### config.mk
export PLATFORM = sky130hd
export DESIGN_NAME = sfp_ctrl
export DESIGN_NICKNAME = d
export VERILOG_FILES = /design/src/rtl/sfp_ctrl.sv
export SDC_FILE = /design/constraint.sdc
export NUM_CORES = 1
export LEC_CHECK = 0
export CAP_MARGIN = 30
export CORE_UTILIZATION = 49
export CTS_CLUSTER_SIZE = 12
export DETAILED_ROUTE_END_ITERATION = 8
export PLACE_DENSITY = 0.76
export RECOVER_POWER = 50
export REMOVE_ABC_BUFFERS = 1
export SETUP_SLACK_MARGIN = 0.1
export SLEW_MARGIN = 20
export SYNTH_ARGS = -nofsm -noshare
export SYNTH_HDL_FRONTEND = slang
export SYNTH_SLANG_ARGS = --single-unit
### constraint.sdc
create_clock -name clk -period 2 [get_ports clk]
set_input_delay 0.4 -clock clk [delete_from_list [all_inputs] [get_ports clk]]
set_output_delay 0.4 -clock clk [all_outputs]
set_load 0.01 [all_outputs]
### src/rtl/sfp_ctrl.sv
// rtl/sfp_ctrl.sv - psum walk / SFP accumulate-ReLU sequencer for corelet
module sfp_ctrl #(
  parameter int PSUM_AW = 11,
  parameter int OUT_AW  = 4,
  parameter int PASS_W  = 4
) (
  input  logic               clk,
  input  logic               reset,
  input  logic               start,
  input  logic [OUT_AW:0]    num_vec,
  input  logic [PASS_W-1:0]  num_pass,
  input  logic [PSUM_AW-1:0] stride,
  output logic               psum_cen,
  output logic [PSUM_AW-1:0] psum_addr,
  output logic               acc_en,
  output logic               sfp_wr_en,
  output logic               out_wen,
  output logic [OUT_AW-1:0]  out_addr,
  output logic               busy,
  output logic               done
);

  typedef enum logic [1:0] {IDLE, RUN, DRAIN, FIN} state_t;

  state_t state, state_nx;

  logic [OUT_AW:0]    nv_q;
  logic [PASS_W-1:0]  np_q;
  logic [PSUM_AW-1:0] stride_q;
  logic [OUT_AW:0]    v_cnt;
  logic [PASS_W-1:0]  p_cnt;
  logic [PSUM_AW-1:0] addr_q;
  logic [1:0]         drain_cnt;

  // read-pipeline stages: c+1 (acc), c+2 (sfp write), c+3 (output write)
  logic               acc_q;
  logic               last1_q;
  logic [OUT_AW-1:0]  vec1_q;
  logic               sfp_q;
  logic [OUT_AW-1:0]  vec2_q;
  logic               wr_q;
  logic [OUT_AW-1:0]  oaddr_q;

  logic last_pass;
  logic last_rd;
  logic accept;

  assign last_pass = (p_cnt == np_q - 1'b1);
  assign last_rd   = last_pass && (v_cnt == nv_q - 1'b1);
  assign accept    = (state == IDLE) && start;

  // state register
  always_ff @(posedge clk or posedge reset) begin
    if (reset) state <= IDLE;
    else       state <= state_nx;
  end

  // next-state logic; empty jobs skip straight to the done cycle
  always_comb begin
    state_nx = state;
    case (state)
      IDLE:  if (start) state_nx = (num_vec != '0 && num_pass != '0) ? RUN : FIN;
      RUN:   if (last_rd) state_nx = DRAIN;
      DRAIN: if (drain_cnt == 2'd2) state_nx = FIN;
      FIN:   state_nx = IDLE;
      default: state_nx = IDLE;
    endcase
  end

  // config latch, pass/vector counters and address walk (stride added per pass)
  always_ff @(posedge clk or posedge reset) begin
    if (reset) begin
      nv_q      <= '0;
      np_q      <= '0;
      stride_q  <= '0;
      v_cnt     <= '0;
      p_cnt     <= '0;
      addr_q    <= '0;
      drain_cnt <= '0;
    end else begin
      if (accept) begin
        nv_q      <= num_vec;
        np_q      <= num_pass;
        stride_q  <= stride;
        v_cnt     <= '0;
        p_cnt     <= '0;
        addr_q    <= '0;
        drain_cnt <= '0;
      end else if (state == RUN && !last_rd) begin
        if (last_pass) begin
          p_cnt  <= '0;
          v_cnt  <= v_cnt + 1'b1;
          addr_q <= PSUM_AW'(v_cnt + 1'b1);
        end else begin
          p_cnt  <= p_cnt + 1'b1;
          addr_q <= addr_q + stride_q;
        end
      end
      if (state == DRAIN) drain_cnt <= drain_cnt + 1'b1;
    end
  end

  // strobe pipeline following each issued read; output address holds between writes
  always_ff @(posedge clk or posedge reset) begin
    if (reset) begin
      acc_q   <= 1'b0;
      last1_q <= 1'b0;
      vec1_q  <= '0;
      sfp_q   <= 1'b0;
      vec2_q  <= '0;
      wr_q    <= 1'b0;
      oaddr_q <= '0;
    end else begin
      acc_q   <= (state == RUN);
      last1_q <= (state == RUN) && last_pass;
      vec1_q  <= v_cnt[OUT_AW-1:0];
      sfp_q   <= last1_q;
      vec2_q  <= vec1_q;
      wr_q    <= sfp_q;
      if (sfp_q) oaddr_q <= vec2_q;
    end
  end

  assign psum_cen  = (state != RUN);
  assign psum_addr = addr_q;
  assign acc_en    = acc_q;
  assign sfp_wr_en = sfp_q;
  assign out_wen   = ~wr_q;
  assign out_addr  = oaddr_q;
  assign busy      = (state != IDLE);
  assign done      = (state == FIN);

endmodule
# [Word level (Yosys, flattened, before mapping)]
# Index checks and enable logic that the tools add are counted.
# W data, S select, Z words.
[classes] addsub=7 eq_ne=10 muxes=16 bitwise_logic=1 reduce_logical=15
[ops] op="$mux W11" count=3
[ops] op="$mux W5" count=3
[ops] op="$mux W2" count=6
[ops] op="$mux W4" count=3
[ops] op="$add A11 B11 Y11" count=1
[ops] op="$pmux W2 S4" count=1
[ops] op="$reduce_bool A2 Y1" count=4
[ops] op="$add A5 B1 Y6 const B" count=1
[ops] op="$eq A2 B2 Y1 const B" count=3
[ops] op="$ne A2 B2 Y1 const B" count=3
[ops] op="$add A5 B1 Y5 const B" count=1
[ops] op="$eq A5 B5 Y1" count=1
[ops] op="$logic_and A1 B1 Y1" count=5
[ops] op="$reduce_bool A5 Y1" count=1
[ops] op="$sub A5 B1 Y5 const B" count=1
[ops] op="$add A4 B1 Y4 const B" count=1
[ops] op="$eq A4 B4 Y1" count=1
[ops] op="$reduce_bool A4 Y1" count=1
[ops] op="$sub A4 B1 Y4 const B" count=1
[ops] op="$reduce_and A3 Y1" count=1
[ops] op="$add A2 B1 Y2 const B" count=1
[ops] op="$eq A2 B1 Y1 const B" count=1
[ops] op="$logic_not A2 Y1" count=1
[ops] op="$ne A2 B1 Y1 const B" count=1
[ops] op="other kinds (3)" count=3
[word_totals] regBits=60 out_inout_bits=21 wordCells=64

# [Depth between registers and ports, before layout]
[depth] ltp_word=7 mapped_depth=9

# [Worst setup path before layout]
# OpenSTA, ideal clock, no wires.
[synth_timing] kind="register to register" from="register addr_q[0], in the netlist psum_addr[0]" to="register addr_q[10], in the netlist psum_addr[10]" setup_time_ps=82 arrival_ps=2201 required_ps=1918 setup_slack_ps=-283 stages_incl_launch_ff=10 path_buffers=0 period_less_slack_ps=2283 cell_sequence="dfrtp_1 ha_1 inv_1 fa_1 nand2b_1 a2111oi_0 nor2_1 a211oi_1 a22oi_1 o22ai_1"
[synth_between] elab_chain_len=4
[synth_lines] element="start, declared" line_no="32" rtl="logic [PSUM_AW-1:0] addr_q;"
[synth_lines] element="start signal, assigned" line_no="93" rtl="addr_q <= PSUM_AW'(v_cnt + 1'b1);"
[synth_lines] element="start signal, assigned" line_no="96" rtl="addr_q <= addr_q + stride_q;"
[synth_lines] element="$add A11 B11 Y11" line_no="96"
[synth_lines] element="$mux W11" line_no="90" rtl="if (last_pass) begin"
[synth_lines] element="$mux W11" line_no="89" rtl="end else if (state == RUN && !last_rd) begin"
[synth_lines] element="$mux W11" line_no="81" rtl="if (accept) begin"
# No other way between the ends. The select of a mux whose other input is x is not followed.
# A chain may end at the register's enable or synchronous reset.

# [Final worst setup path]
[layout_timing] from="register addr_q[3], in the netlist psum_addr[3]" to="register addr_q[10], in the netlist psum_addr[10]"
# Same word-level chain as after synthesis.

==> impl_results.md <==
* Status: complete, but fails checks
* Failing checks: setup timing
* Maximum fanout along the worst path at 2
* Yosys warns at 0
* Via count at 2613
* Main combinational cell family by area after synthesis: simple AND/OR/NAND/NOR gates
* CTS tree: done
* Site Rows at 28
* Primary FF master, synth: dfrtp_1
* DRC Markers at 0
* Mux contribution to synthesized area at 0.03406
* Finished Layout Cells at 489
* Clock sink count at 60
* CTS max path bufs at 2
* Initial Util at 0.5213
* Worst hold slack at 352.2 ps
* Clk slew on worst S/H paths at 70 ps
* Die width at 82.30 um
* Power density cells at 1746 mW/mm2
* GRT Total Usage at 0.2282
* Multi-input combinational cell area at 0.001728 mm2
* # Max-Cap Violations at 0
* FF+latch count, synth at 60
* Starting DRT DRC Count at 159
* Relative slew margins at 0.1308
* Root buf cell: clkbuf_8
* Core footprint at 0.006061 mm2
* Worst EP arrival at 2490 ps
* Antenna Nets Post-Route at 0
* Number of H-tree levels at 3
* Final net count at 453
* Clk_lat worst skew at 350 ps
* Period utilization at 1.112
* Vias in the first global route at 2509
* Initial antenna violation count at 0
* Distinct cell type count of the synthesized netlist at 48
* Synthesized area per cell at 10.13 um2
* Fmax at 449.6 MHz
* Detailed Route WL at 7.392 mm
* Cts hold-fix bufs at 0
* Critical path endpoint category: flop
* EDFF count, synth at 0
* Die Ht at 82.30 um
* Setup ws final at -224.4 ps
* CP required at 2260 ps
* Vias/cell at 5.344
* Synth Area in XOR/XNOR at 0.07683
* Seq/Total Area, Yosys at 0.4752
* Simple-gate share of the synthesized area at 0.1735
* Io pins at 44
* Worst vdd ir at 0.001046 V
* Fin. max-slew vios at 0
* Fin crit period at 2224 ps
* Port bufs at 43
* Top Metal Used: met4
* Filler instances at 404
* Final Hold Viols at 0
* CP startpoint kind: flop
* RSZ-0062 raised after global routing: true
* WL met3 at 333 um
* Post-DP HPWL at 4.514 mm
* Full die area at 0.006772 mm2
* Async set-reset flop share out of synthesis at 1.000
* Num CTS Buffers at 9
* M1 wire length at 3.222 mm
* Drt wl/cell at 15.12 um
* P_leak at 2.142 nW
* Slew @ Worst Pin at 1304 ps
* Routed wl met2 at 3.660 mm
* Mapped Cells at 312
* Routability Congestion at 0.8398
* Area occupied by registers at 0.001501 mm2
* Synth Area in Adders at 0.08554
* Layout area overhead at 41.31%
* Compound-gate portion of the synthesized area at 0.1172
* CP Class: flop to flop
* Mapped Area at 0.003159 mm2
* Fraction of layout cells with a size suffix above 1 at 0.2754
* Global-route wire length before repair at 11.34 mm
* Placed insts at 458
* Largest net degree at the start of global routing at 61
* Diodes inserted at 0
* Clock Skew at 14.52 ps
* Type of the tightest min-delay check: flop to flop
* Initial DRT Pass Iterations at 4
* Grt total ovfl at 0
* Endpoints failing setup at 5
[cell families (layout without fill, tap and decap cells)]
| kind of cell | count (synthesis) | in the layout |
|---|---|---|
| AOI/OAI and AO/OA | 53 | 53 |
| xor gates and xnor gates | 26 | 26 |
| adders and majority gates | 21 | 21 |
| buffers and inverters | 25 | 127 |
| DFF | 60 | 60 |
| muxes | 10 | 10 |
| and+or+nand+nor | 117 | 117 |
[worst paths after layout]
check | start | end | slack (ps) | depth (start not counted)
setup reg to reg | psum_addr[3]$_DFFE_PP0P_ | psum_addr[10]$_DFFE_PP0P_ | -220 | 8
hold reg to reg | last1_q$_DFF_PP0_ | sfp_wr_en$_DFF_PP0_ | 350 | 0
max in group asynchronous | reset | np_q[3]$_DFFE_PP0P_ | 270 | 3
setup / recovery | psum_addr[3]$_DFFE_PP0P_ | psum_addr[10]$_DFFE_PP0P_ | -220 | 8
hold / removal | last1_q$_DFF_PP0_ | sfp_wr_en$_DFF_PP0_ | 350 | 0
min in group asynchronous | reset | stride_q[7]$_DFFE_PP0P_ | 950 | 3
[layout by cell type, fill, tap and decap left out, types with 8 or more instances in the layout]
cell	instances
buf_4	40
inv_1	8
ha_1	17
xor2_1	11
clkdlybuf4s50_1	38
clkbuf_8	9
nand2_1	58
nand2b_1	8
xnor2_1	11
dfrtp_1	60
nor2_1	14
a21oi_1	8
[power by group]
| group | leakage (nW) | internal [mW] | total [mW] | switching [mW] |
|---|---|---|---|---|
| sequential | 0.779 | 1.67 | 1.99 | 0.322 |
| clock | 0.0868 | 0.465 | 1.01 | 0.548 |
| combinational | 1.28 | 2.51 | 4.79 | 2.28 |
| total | 2.14 | 4.64 | 7.79 | 3.15 |
[metal layers]
metal  vias up  global-route usage
met1      1267              0.2867
met4         0              0.1070
met5         -                   0
met2        64              0.3860
met3        12             0.03297
li1       1270                   -
[flip-flops by register name (all words and copies together), names as in the netlist, 2 cells and up]
name / cells
drain_cnt: 2
np_q: 4
nv_q: 5
out_addr: 4
p_cnt: 4
psum_addr: 11
state: 2
stride_q: 11
v_cnt: 5
vec1_q: 4
vec2_q: 4
[Yosys cell counts (3+ instances only)]
cell      number  area, um2
a21oi_1       11      55.05
a21o_1         4      30.03
buf_6          3      33.78
nand2_1       58      217.7
xor2_1        12      105.1
inv_1         15      56.30
a211oi_1       7      52.55
dfrtp_1       60       1501
clkbuf_1       5      18.77
nand4_1        5      31.28
nand2b_1       9      56.30
o211ai_1       3      22.52
and3_1         3      18.77
a22o_1         4      35.03
mux2i_1        4      40.04
o21ai_0        9      45.04
ha_1          20      250.2
mux2_2         5      56.30
a31oi_1        3      18.77
xnor2_1       13      113.9
nand3_1        7      35.03
nor2_1        15      56.30
nor3_1         6      30.03
[final cells by class]
| class | count | area share |
|---|---|---|
| Clock buffer | 9 | 0.02775 |
| Timing Repair Buffer | 96 | 0.2021 |
| Multi-Input combinational cell | 227 | 0.3871 |
| Sequential cell | 60 | 0.3363 |
| Tap cell | 75 | 0.02102 |
| Inverter | 15 | 0.01261 |
| Clock inverter | 7 | 0.01317 |
[stage by stage]
stage	area [um2]	total power [mW]	TNS, ps	setup WS (ps)	utilization
3_3_place_gp	3931	5.642	-811.5	-297.8	0.6486
3_5_place_dp	3931	5.747	-1746	-463.3	0.6486
6_report	4464	7.794	-339.3	-224.4	0.7366
2_1_floorplan	3097	4.250	-447.9	-292.9	-
4_1_cts	4308	7.267	-203.7	-122.7	0.7108
5_1_grt	4464	8.368	-3399	-317.1	0.7366
[worst max-delay path, cell delays in order (launching register included)]
cell	delay [ps]
dfrtp_1	400
ha_1	330
o21ai_0	410
a2111oi_4	100
buf_4	170
o21ba_2	210
a211oi_2	250
a22oi_1	140
o22ai_1	140
[timing repair]
item | in CTS | in global routing
gates resized for setup | 31 | 25
gates cloned | 0 | 1
setup buffers | 10 | 4
endpoints found under the setup margin | 24 | 24
pin swaps | 21 | 20
Note: power is estimated with default switching activity, not from simulation.
